$ cat src/rtl/popcount_neuron_seq.sv
// Ternary neuron sequencer: time-shares one combinational 16-bit popcount core
// over NWORDS words of pos/neg masked activations and thresholds the signed sum.
module popcount_neuron_seq #(
    parameter  int NWORDS = 4,
    localparam int SUM_W  = $clog2(32*NWORDS) + 1
) (
    input  logic                       clk,
    input  logic                       rst_n,
    input  logic                       in_valid,
    output logic                       in_ready,
    input  logic [16*NWORDS-1:0]       in_data,
    input  logic [16*NWORDS-1:0]       in_wpos,
    input  logic [16*NWORDS-1:0]       in_wneg,
    input  logic signed [SUM_W-1:0]    in_thr,
    output logic                       out_valid,
    input  logic                       out_ready,
    output logic signed [SUM_W-1:0]    out_sum,
    output logic                       out_fire,
    output logic                       busy,
    output logic [15:0]                pc_operand,
    input  logic [4:0]                 pc_count
);

    localparam int NPH = 2*NWORDS;
    localparam int PW  = (NPH > 1) ? $clog2(NPH) : 1;

    typedef enum logic [1:0] {IDLE, RUN, DONE} state_t;

    typedef struct packed {
        logic [16*NWORDS-1:0]    data;
        logic [16*NWORDS-1:0]    wpos;
        logic [16*NWORDS-1:0]    wneg;
        logic signed [SUM_W-1:0] thr;
    } job_t;

    state_t                  state;
    job_t                    job;
    logic signed [SUM_W-1:0] acc;
    logic [NPH-1:0]          pending;

    logic [NPH-1:0]          load;
    logic [NPH-1:0]          pend_next;
    logic [PW-1:0]           sel;
    logic [15:0]             operand;
    logic [SUM_W-1:0]        cnt_ext;
    logic signed [SUM_W-1:0] acc_next;
    int                      w;

    assign in_ready = (state == IDLE);
    assign busy     = (state != IDLE);

    // Bit 2w is the pos phase of word w, bit 2w+1 the neg phase; empty masks never run.
    always_comb begin
        load = '0;
        for (int i = 0; i < NWORDS; i++) begin
            load[2*i]   = |in_wpos[16*i +: 16];
            load[2*i+1] = |in_wneg[16*i +: 16];
        end
    end

    always_comb begin
        sel = '0;
        for (int p = NPH-1; p >= 0; p--)
            if (pending[p]) sel = PW'(p);
        pend_next      = pending;
        pend_next[sel] = 1'b0;
        w       = int'(sel) >> 1;
        operand = job.data[16*w +: 16] &
                  (sel[0] ? job.wneg[16*w +: 16] : job.wpos[16*w +: 16]);
        cnt_ext  = {{(SUM_W-5){1'b0}}, pc_count};
        acc_next = sel[0] ? (acc - cnt_ext) : (acc + cnt_ext);
        pc_operand = (state == RUN) ? operand : 16'h0000;
    end

    always_ff @(posedge clk or negedge rst_n) begin
        if (!rst_n) begin
            state     <= IDLE;
            job       <= '0;
            acc       <= '0;
            pending   <= '0;
            out_valid <= 1'b0;
            out_sum   <= '0;
            out_fire  <= 1'b0;
        end else begin
            case (state)
                IDLE: if (in_valid) begin
                    job     <= '{data: in_data, wpos: in_wpos, wneg: in_wneg, thr: in_thr};
                    acc     <= '0;
                    pending <= load;
                    if (load != '0) begin
                        state <= RUN;
                    end else begin
                        // Nothing to count: the sum is 0, so fire iff thr <= 0.
                        state     <= DONE;
                        out_valid <= 1'b1;
                        out_sum   <= '0;
                        out_fire  <= in_thr[SUM_W-1] || (in_thr == '0);
                    end
                end
                RUN: begin
                    acc     <= acc_next;
                    pending <= pend_next;
                    if (pend_next == '0) begin
                        state     <= DONE;
                        out_valid <= 1'b1;
                        out_sum   <= acc_next;
                        out_fire  <= (acc_next >= job.thr);
                    end
                end
                DONE: if (out_ready) begin
                    state     <= IDLE;
                    out_valid <= 1'b0;
                end
                default: state <= IDLE;
            endcase
        end
    end

endmodule

$ cat config.mk
export PLATFORM = sky130hd
export DESIGN_NAME = popcount_neuron_seq
export DESIGN_NICKNAME = d
export VERILOG_FILES = /design/src/rtl/popcount_neuron_seq.sv
export SDC_FILE = /design/constraint.sdc
export NUM_CORES = 1
export LEC_CHECK = 0
export CELL_PAD_IN_SITES_DETAIL_PLACEMENT = 0
export CELL_PAD_IN_SITES_GLOBAL_PLACEMENT = 2
export CORE_ASPECT_RATIO = 1.75
export CORE_MARGIN = 5
export CORE_UTILIZATION = 32
export DETAILED_ROUTE_END_ITERATION = 6
export PLACE_DENSITY_LB_ADDON = 0.1
export SYNTH_ARGS = -nofsm -noshare
export SYNTH_HDL_FRONTEND = slang
export SYNTH_SLANG_ARGS = --single-unit
$ cat constraint.sdc
create_clock -name clk -period 11.4 [get_ports clk]
set_input_delay 2.28 -clock clk [delete_from_list [all_inputs] [get_ports clk]]
set_output_delay 2.28 -clock clk [all_outputs]
set_load 0.03 [all_outputs]
==> summary.txt, run 1 <==
Outcome
  • Status: finished clean

Critical path
  • Critical Setup Path Class: register to output port
  • Critical path capture point type: output port
  • Critical path peak fanout: 16
  • Worst EP required: roughly 9.1 ns
  • CP Launch Type: register
  • Worst EP arrival: between 4 and 5 ns

CTS
  • Root Buffer Master: clkbuf_16
  • # resized after CTS: 0
  • Postcts setup bufs: 0
  • H-tree depth: 1
  • Worst skew pair latency: between 0.5 and 0.6 ns
  • Clock buffer depth: 3
  • CTS Buf Count: 24
  • Clk pin slew, worst setup/hold paths: ~0.06 ns
  • CTS tree: built
  • Post-CTS Hold Fix Bufs: 0
  • Clock Sinks: 228

Global route
  • Vias in the first global route: 10311
  • First-pass GRT wire length: 61700 µm
  • Pin count of the biggest net entering global routing: between 100 and 150
  • Antenna violations before repair: 0
  • All-Layer GR Usage: 0.211
  • Gr ovfl total: 0

Synth
  • Area contributors post-synth: dfrtp_1 (52%), nand2_1 (23%), nor4_1 (2.0%)
  • Cell taking the most area after synthesis: dfrtp_1
  • Main synth FF type: dfrtp_1
  • Synth Net Count: 1558
  • Yosys reg bits: 228
  • EDFF count, synth: 0
  • Syn Area/Cell: 8.18 µm²
  • Synth warn: 0
  • Cell variety after synth: 56
  • Top cell type's share of synthesized area: 0.523
  • Sequential fraction of the synthesis area: 0.523
  • Asr flop ratio synth: 1.00
  • Cells after Synth: 1332
  • Mapped Area: 10900 µm²

Floorplanning
  • Initial Utilization: 0.323
  • Core area: 33700 µm²
  • Cell row count: between 80 and 90
  • Die area: about 38000 µm²
  • DIE HEIGHT: 254 µm
  • DIE WIDTH: 150 µm
  • I/O pins: 237

STA
  • Period minus WS final: 6.38 ns
  • Unrepaired setup endpoints after global routing: false
  • Fin crit share: 0.559
  • Final WS setup: 5.02 ns
  • Final TNS setup: 0 ns
  • Final hold vios: 0
  • Rel. slew slack: 0.254
  • Worst-Margin Slew: 1.12 ns
  • Fmax: 0.157 GHz
  • Pins Over Slew Limit: 0
  • Final setup violating endpoints: 0
  • Clk_skew: 0.0257 ns

Placement
  • I/O Buffers: approximately 240
  • Placement Cell Area: 13600 µm²
  • Final Wtd Congestion: 0.810
  • Dpl hpwl: 29400 µm
  • Post-Place Setup Slack: 5.58 ns

Final layout
  • Final instance area: 14400 µm²
  • Commonest non-fill, non-tap cell in the layout: nand2_1
  • Layout area overhead: 32.1%
  • Most frequent cells in the layout: nand2_1 (672), clkdlybuf4s50_1 (235), dfrtp_1 (228), o21ai_0 (42), nor4_1 (35)
  • Post-layout util: 0.427
  • Share of post-route cells with drive strength above 1: 0.0413
  • FF+latch area: between 5000 and 6000 µm²
  • Fillers: about 3500
  • Antenna cells: 0
  • Area occupied by multi-input gates: 4770 µm²
  • Nets: 1758

Pwr
  • Peak VDD IR: 0.115 mV
  • Power Dens Cells: 303 nW/µm²
  • Leak: 6.81 nW

Drt
  • DRT antenna net count: 0
  • DRC Markers: 0
  • WL/cell: slightly above 20 µm
  • Vias post-DR: approximately 9800
  • First DRT Iteration DRCs: 605
  • WL final: 40300 µm
  • Vias per cell: 4.91
  • Detailed Routing Iterations Pass 1: 5

Hold path
  • Hold WC Path Type: register to register

Job
  • Max_cap viols: 0
worst max-delay path: stages (launching register included):
cell,delay (ns)
dfrtp_1,0.46
or4_4,0.60
nor2_2,0.43
buf_4,0.34
a222oi_1,0.13
a21oi_1,0.29
o21ai_0,0.19
a31oi_1,0.34
clkdlybuf4s50_1,0.74
cells in the mapped netlist (3+ instances only):
library cell  count
nand2_1         673
dfrtp_1         228
clkbuf_1         57
o21ai_0          42
nor4_1           35
inv_1            34
nor2_1           31
a21oi_1          23
o22ai_1          21
nand3_1          20
nor3_1           17
a222oi_1         16
ha_1             16
buf_2            12
a32oi_1           9
mux2i_1           9
o2111a_1          9
nand4_1           8
a22o_1            7
a31oi_1           6
nand2b_1          4
xor2_1            4
buf_1             3
nor2b_1           3
or4_1             3
xnor2_1           3
flip-flops by register name, summed over array words and instances (netlist names):
name       cells
job          200
acc            8
out_sum        8
pending        8
state          2
out_fire       1
out_valid      1
through the flow:
stage	hold slack (ns)	std cells	total power, mW
after floorplan	0.440	1332	2.84
after global placement	0.453	1961	3.61
after detailed placement	0.457	1961	3.63
after CTS	0.473	2003	4.43
after global routing	0.487	2003	4.74
final	0.468	2003	4.36
path summary, 6_finish.rpt:
kind	from	to	slack, ns	depth (start not counted)
worst min-delay path	job[32]	job[32]	0.47	2
worst max-delay path	pending[2]	pc_operand[4]	5.02	8
min in group asynchronous	rst_n	job[169]	1.74	1
max in group asynchronous	rst_n	job[113]	8.24	2
worst max register to register	pending[2]	out_fire	6.93	18
worst min register to register	job[32]	job[32]	0.47	2
area by class of cell:
cell class                      count  area share
Sequential cell                   228       0.396
Multi-Input combinational cell    995       0.331
Timing Repair Buffer              249       0.171
Clock buffer                       36      0.0483
Tap cell                          455      0.0395
Inverter                           34     0.00886
Clock inverter                      6     0.00461
where the power goes:
part / internal, mW / switching, mW
registers: 1.20 / 0.246
logic: 0.780 / 1.35
clock network: 0.444 / 0.336
per-layer routing:
layer | vias up | wire (µm) | track usage
met5 | - | 0 | 0
met4 | 0 | 963 | 0.0560
met3 | 45 | 1950 | 0.0258
met2 | 267 | 21000 | 0.384
met1 | 4720 | 16400 | 0.264
li1 | 4810 | - | -
logic make-up after synthesis:
group | share of synthesized area
muxes | 0.00930
adders and majority gates | 0.0211
xor gates and xnor gates | 0.00780
DFF | 0.523
AOI/OAI and AO/OA | 0.101
and+or+nand+nor | 0.296
buffers and inverters | 0.0410
Power figures use the tool's default switching activity.
==> inputs of run 2 (changes only) <==
CORE_UTILIZATION = 27   (was 32)
clock period = 5.48 ns   (was 11.4 ns; I/O delays follow)
==> run 2 against run 1 <==
Compared with the run above: combinational power grew 110%; sequential cell count stayed put; global-route usage is 2.1 points lower; die area grew 17%; first-iteration DRC count decreased by 28%; clock power grew 120%; non-clock buffer count increased by 3; critical path depth down 1; core utilization decreased by 6.3 points; final cell count rose by 2.2%; sequential share of layout area fell by 0.48 points; via count is 0.57% lower.
==> summary.txt, run 2 (synthesis results as in run 1) <==
Outcome
  • Status: finished clean

Final layout
  • Antenna cells: 0 (unchanged)
  • Fillers: 4216 (+20%)
  • Commonest non-fill, non-tap cell in the layout: nand2_1
  • Layout area overhead: 33.7%
  • Final instance area: 14600 µm² (+1.2%)
  • Layout Cells excl Fill: 2047 (+2.2%)
  • Nets: 1762 (+0.23%)
  • Max reg flops: 200 (unchanged)
  • Share of post-route cells with drive strength above 1: 0.0457 (+0.00440)
  • Most flops, register: job
  • Most frequent cells in the layout: nand2_1 (672), clkdlybuf4s50_1 (235), dfrtp_1 (228), o21ai_0 (42), nor4_1 (35)

Floorplanning
  • Die area: 44700 µm² (+17%)
  • DIE WIDTH: 162 µm (+8.3%)
  • Cell row count: 97 (+9.0%)
  • DIE HEIGHT: 276 µm (+8.5%)
  • Core area: 40100 µm² (+19%)
  • Initial Utilization: 0.272 (-0.0509)
  • I/O pins: 237 (unchanged)

Critical path
  • CP Launch Type: register
  • Critical path peak fanout: 16 (unchanged)
  • Worst EP arrival: 4.07 ns (-0.03 ns)
  • Max incr delay on CP: 0.74 ns (about the same)
  • Flop2flop setup slack: 1.36 ns (-5.57 ns)
  • CP max-delay cell: clkdlybuf4s50_1
  • Worst EP required: 4.38 ns (-4.74 ns)
  • Critical Setup Path Class: register to output port
  • CP Cell Sequence: or4_4 > nor2_2 > a222oi_1 > a21oi_1 > o21ai_0 > a31oi_1 > clkdlybuf4s50_1
  • CP top delay family: simple AND/OR/NAND/NOR gates
  • Buf/Inv on CP: 1 (-1)
  • Critical path capture point type: output port

STA
  • Worst-Margin Slew: 1.06 ns (-0.0593 ns)
  • Fmax: 0.194 GHz
  • Unrepaired setup endpoints after global routing: false
  • Final setup violating endpoints: 0 (unchanged)
  • Period minus WS final: 5.16 ns
  • Pins Over Slew Limit: 0 (unchanged)
  • Rel. slew slack: 0.293 (+0.0396)
  • Final hold vios: 0 (unchanged)
  • Fin crit share: 0.942
  • Final TNS setup: 0 ns (unchanged)
  • Clk_skew: 0.0217 ns (-0.00405 ns)

Placement
  • Placed Cells incl. Taps: 2004 (+2.2%)
  • I/O Buffers: 236 (unchanged)
  • Final Wtd Congestion: 0.811 (about the same)
  • Placement Cell Area: 13700 µm² (+0.83%)
  • Dpl hpwl: 31900 µm (+8.6%)

Global route
  • First-pass GRT wire length: 64900 µm (+5.1%)
  • All-Layer GR Usage: 0.190 (-0.0210)
  • Pin count of the biggest net entering global routing: 94 (-11%)
  • Vias in the first global route: 10273 (-0.37%)
  • Gr ovfl total: 0 (unchanged)
  • Antenna violations before repair: 0 (unchanged)

Hold path
  • Hold WC Path Type: register to register

Drt
  • Detailed Routing Iterations Pass 1: 5 (unchanged)
  • Vias post-DR: 9786 (-0.57%)
  • First DRT Iteration DRCs: 436 (-28%)
  • WL/cell: 21.1 µm (+5.1%)
  • WL final: 43200 µm (+7.4%)
  • DRC Markers: 0 (unchanged)
  • DRT antenna net count: 0 (unchanged)
  • Vias per cell: 4.78 (-2.7%)

CTS
  • H-tree depth: 1 (unchanged)
  • Postcts setup bufs: 0 (unchanged)
  • Clk pin slew, worst setup/hold paths: 0.06 ns (about the same)
  • CTS Buf Count: 25 (+4.2%)
  • Post-CTS Hold Fix Bufs: 0 (unchanged)
  • # resized after CTS: 0 (unchanged)
  • Root Buffer Master: clkbuf_16
  • CTS tree: built
  • Clock buffer depth: 3 (unchanged)
  • Clock Sinks: 228 (unchanged)
  • Worst skew pair latency: 0.55 ns (about the same)

Pwr
  • Switching power: 4.12 mW (+110%)
  • Peak VDD IR: 0.331 mV (+190%)
  • P_int: 5.19 mW (+110%)
  • Switching share of power: 0.443 (about the same)
  • Power Dens Cells: 639 nW/µm² (+110%)
  • Clock Power Share: 0.186 (+0.007)
  • Share of power burned in combinational logic: 0.489 (about the same)
  • Reg power frac: 0.325 (-0.007)
  • Leak: 6.87 nW (+0.90%)

Job
  • Max_cap viols: 0 (unchanged)
## run 2: final timing paths
check	start	to	cells past startpoint
min in group asynchronous	rst_n	job[158]	1
max in group asynchronous	rst_n	job[112]	2
worst max register to register	pending[2]	out_fire	18
worst min register to register	job[33]	job[33]	2
worst max-delay path	pending[2]	pc_operand[12]	7
worst min-delay path	job[33]	job[33]	2
## run 2: per-layer routing
metal / global-route usage / part of all wire / vias up
met5: 0 / 0 / -
met4: 0.0508 / 0.024 / 0
met2: 0.353 / 0.53 / 214
met3: 0.0202 / 0.032 / 43
met1: 0.234 / 0.41 / 4714
li1: - / - / 4815
## run 2: power by group through the flow
stage                     registers [mW]  clock network (mW)  logic [mW]
after floorplan                     2.92                   0        3.00
after global placement              3.05                   0        4.61
after detailed placement            3.04                   0        4.64
after CTS                           3.03                1.79        4.67
after global routing                3.12                1.86        5.11
final                               3.02                1.74        4.55
## run 2: stage by stage
step	total power, mW	utilization	hold WS, ns	worst slack [ns]
after floorplan	5.92	-	0.440	1.68
after global placement	7.66	0.343	0.455	0.850
after detailed placement	7.69	0.343	0.459	0.832
after CTS	9.49	0.364	0.475	0.274
after global routing	10.1	0.364	0.483	0.182
final	9.31	0.364	0.473	0.319
## run 2: area by class of cell
cell class	instances	area, µm²	share of cell area
clock buffers	37	741	0.0508
clock inverters	6	83.8	0.00575
inverters	34	128	0.00876
multi-input cells	995	4770	0.327
flip-flops and latches	228	5710	0.391
well taps	495	619	0.0425
repair buffers	252	2520	0.173
## run 2: tightest hold or removal path, stage by stage (launching register included)
cell and delay (ns):
dfrtp_1 0.34, nand2_1 0.05, nand2_1 0.05
==> inputs of run 3 (changes only) <==
REMOVE_ABC_BUFFERS = 1   (was default)
==> run 3 against run 2 <==
Compared with the run above: first-iteration DRC count up 20%; final cell count increased by 0.24%; clock-buffer cell count down 4; critical endpoint is now pc_operand[10].
==> summary.txt, run 3 (synthesis results as in run 1) <==
Final layout
  • Commonest non-fill, non-tap cell in the layout: nand2_1
  • Most frequent cells in the layout: nand2_1 (672), clkdlybuf4s50_1 (235), dfrtp_1 (228), o21ai_0 (41), nor4_1 (35)
  • Most flops, register: job
  • Antenna cells: 0 (unchanged)
  • Nets: 1766 (+0.23%)
  • Share of post-route cells with drive strength above 1: 0.0501 (+0.00435)
  • Post-layout util: 0.365 (+0.000875)
  • Max reg flops: 200 (unchanged)
  • Fillers: 4260 (+1.0%)
  • Layout Cells excl Fill: 2052 (+0.24%)
  • Final instance area: 14600 µm² (+0.24%)
  • Layout area overhead: 34.0%

CTS
  • CTS tree: built
  • # resized after CTS: 0 (unchanged)
  • Postcts setup bufs: 0 (unchanged)
  • H-tree depth: 1 (unchanged)
  • Clk pin slew, worst setup/hold paths: 0.07 ns (about the same)
  • Clock buffer depth: 3 (unchanged)
  • Clock Sinks: 228 (unchanged)
  • Post-CTS Hold Fix Bufs: 0 (unchanged)
  • Root Buffer Master: clkbuf_16
  • Worst skew pair latency: 0.55 ns (about the same)
  • CTS Buf Count: 25 (unchanged)

Drt
  • WL/cell: 20.6 µm (-2.5%)
  • Vias post-DR: 9868 (+0.84%)
  • DRC Markers: 0 (unchanged)
  • Vias per cell: 4.81 (+0.59%)
  • DRT antenna net count: 0 (unchanged)
  • WL final: 42300 µm (-2.2%)
  • First DRT Iteration DRCs: 525 (+20%)
  • Detailed Routing Iterations Pass 1: 7 (+2)

STA
  • Worst-Margin Slew: 0.933 ns (-0.127 ns)
  • Hold WS: 0.467 ns (-0.00617 ns)
  • Unrepaired setup endpoints after global routing: false
  • Final TNS setup: 0 ns (unchanged)
  • Period minus WS final: 5.02 ns (-0.144 ns)
  • Final setup violating endpoints: 0 (unchanged)
  • Pins Over Slew Limit: 0 (unchanged)
  • Clk_skew: 0.0249 ns (+0.00316 ns)
  • Final WS setup: 0.463 ns (+0.144 ns)
  • Rel. slew slack: 0.374 (+0.0806)
  • Fin crit share: 0.916 (-0.0264)
  • Final hold vios: 0 (unchanged)
  • Fmax: 0.199 GHz (+2.9%)

Global route
  • Vias in the first global route: 10509 (+2.3%)
  • First-pass GRT wire length: 63400 µm (-2.3%)
  • Antenna violations before repair: 0 (unchanged)
  • All-Layer GR Usage: 0.186 (-0.00439)
  • Pin count of the biggest net entering global routing: 112 (+19%)
  • Gr ovfl total: 0 (unchanged)

Job
  • Max_cap viols: 0 (unchanged)

Floorplanning
  • DIE HEIGHT: 276 µm (unchanged)
  • I/O pins: 237 (unchanged)
  • Die area: 44700 µm² (unchanged)
  • Core area: 40100 µm² (unchanged)
  • DIE WIDTH: 162 µm (unchanged)
  • Cell row count: 97 (unchanged)
  • Initial Utilization: 0.272 (unchanged)

Placement
  • Placed Cells incl. Taps: 2008 (+0.20%)
  • Placement Cell Area: 13800 µm² (+0.36%)
  • I/O Buffers: 236 (unchanged)
  • Final Wtd Congestion: 0.800 (-1.4%)
  • Post-Place Setup Slack: 0.870 ns (+0.0378 ns)
  • Dpl hpwl: 30700 µm (-3.6%)

Pwr
  • Leak: 6.88 nW (+0.21%)
  • Total power: 9.24 mW (-0.77%)
  • Peak VDD IR: 0.313 mV (-5.3%)
  • Power Dens Cells: 633 nW/µm² (-1.0%)

Critical path
  • Worst EP required: 4.38 ns (about the same)
  • CP Cell Sequence: or4_4 > nor4_4 > buf_4 > a222oi_1 > a21oi_1 > o21ai_0 > a31oi_1 > clkdlybuf4s50_1
  • CP Launch Type: register
  • Critical Setup Path Class: register to output port
  • Max incr delay on CP: 0.71 ns (-0.03 ns)
  • Worst EP arrival: 3.92 ns (-0.15 ns)
  • Critical path capture point type: output port
  • Critical path peak fanout: 24 (+8)
  • CP max-delay cell: clkdlybuf4s50_1

Hold path
  • Hold WC Path Type: register to register

Outcome
  • Status: finished clean
run 3: changes by cell type in the layout (fill, tap and decap cells not counted), sizes merged:
cell,delta
buf,+4
clkbuf,-4
clkinv,+3
clkinvlp,+2
run 3: critical path: cells and delay by family (launching register included):
kind                   cells  cell delay (ns)
buffers and inverters      2             1.16
AOI/OAI and AO/OA          4             0.89
and+or+nand+nor            2             0.83
DFF                        1             0.46
run 3: power by group:
part	total [mW]	internal, mW	switching, mW
Combinational	4.55	1.67	2.87
Sequential	2.98	2.50	0.476
Clock	1.72	0.986	0.732
Total	9.24	5.16	4.08
run 3: worst paths after layout:
check,slack (ns),end,depth (start not counted),start
max,0.46,pc_operand[10],8,pending[3]
min,0.47,job[26],2,job[26]
max reg2reg,1.18,out_fire,18,pending[2]
min reg2reg,0.47,job[26],2,job[26]
max in group asynchronous,3.77,job[83],2,rst_n
min in group asynchronous,0.48,job[157],1,rst_n
run 3: cell type report:
type / instances / area [µm²] / share of cell area
Clock buffer: 33 / 696 / 0.0476
Clock inverter: 11 / 114 / 0.00779
Inverter: 34 / 128 / 0.00874
Multi-Input combinational cell: 995 / 4780 / 0.327
Sequential cell: 228 / 5710 / 0.391
Tap cell: 495 / 619 / 0.0424
Timing Repair Buffer: 256 / 2570 / 0.176
run 3: per-layer routing:
layer | vias to the layer above | wire [µm] | track usage
met5 | - | 0 | 0
met4 | 0 | 1130 | 0.0557
met3 | 47 | 1850 | 0.0263
met2 | 232 | 22600 | 0.351
met1 | 4762 | 16700 | 0.217
li1 | 4827 | - | -
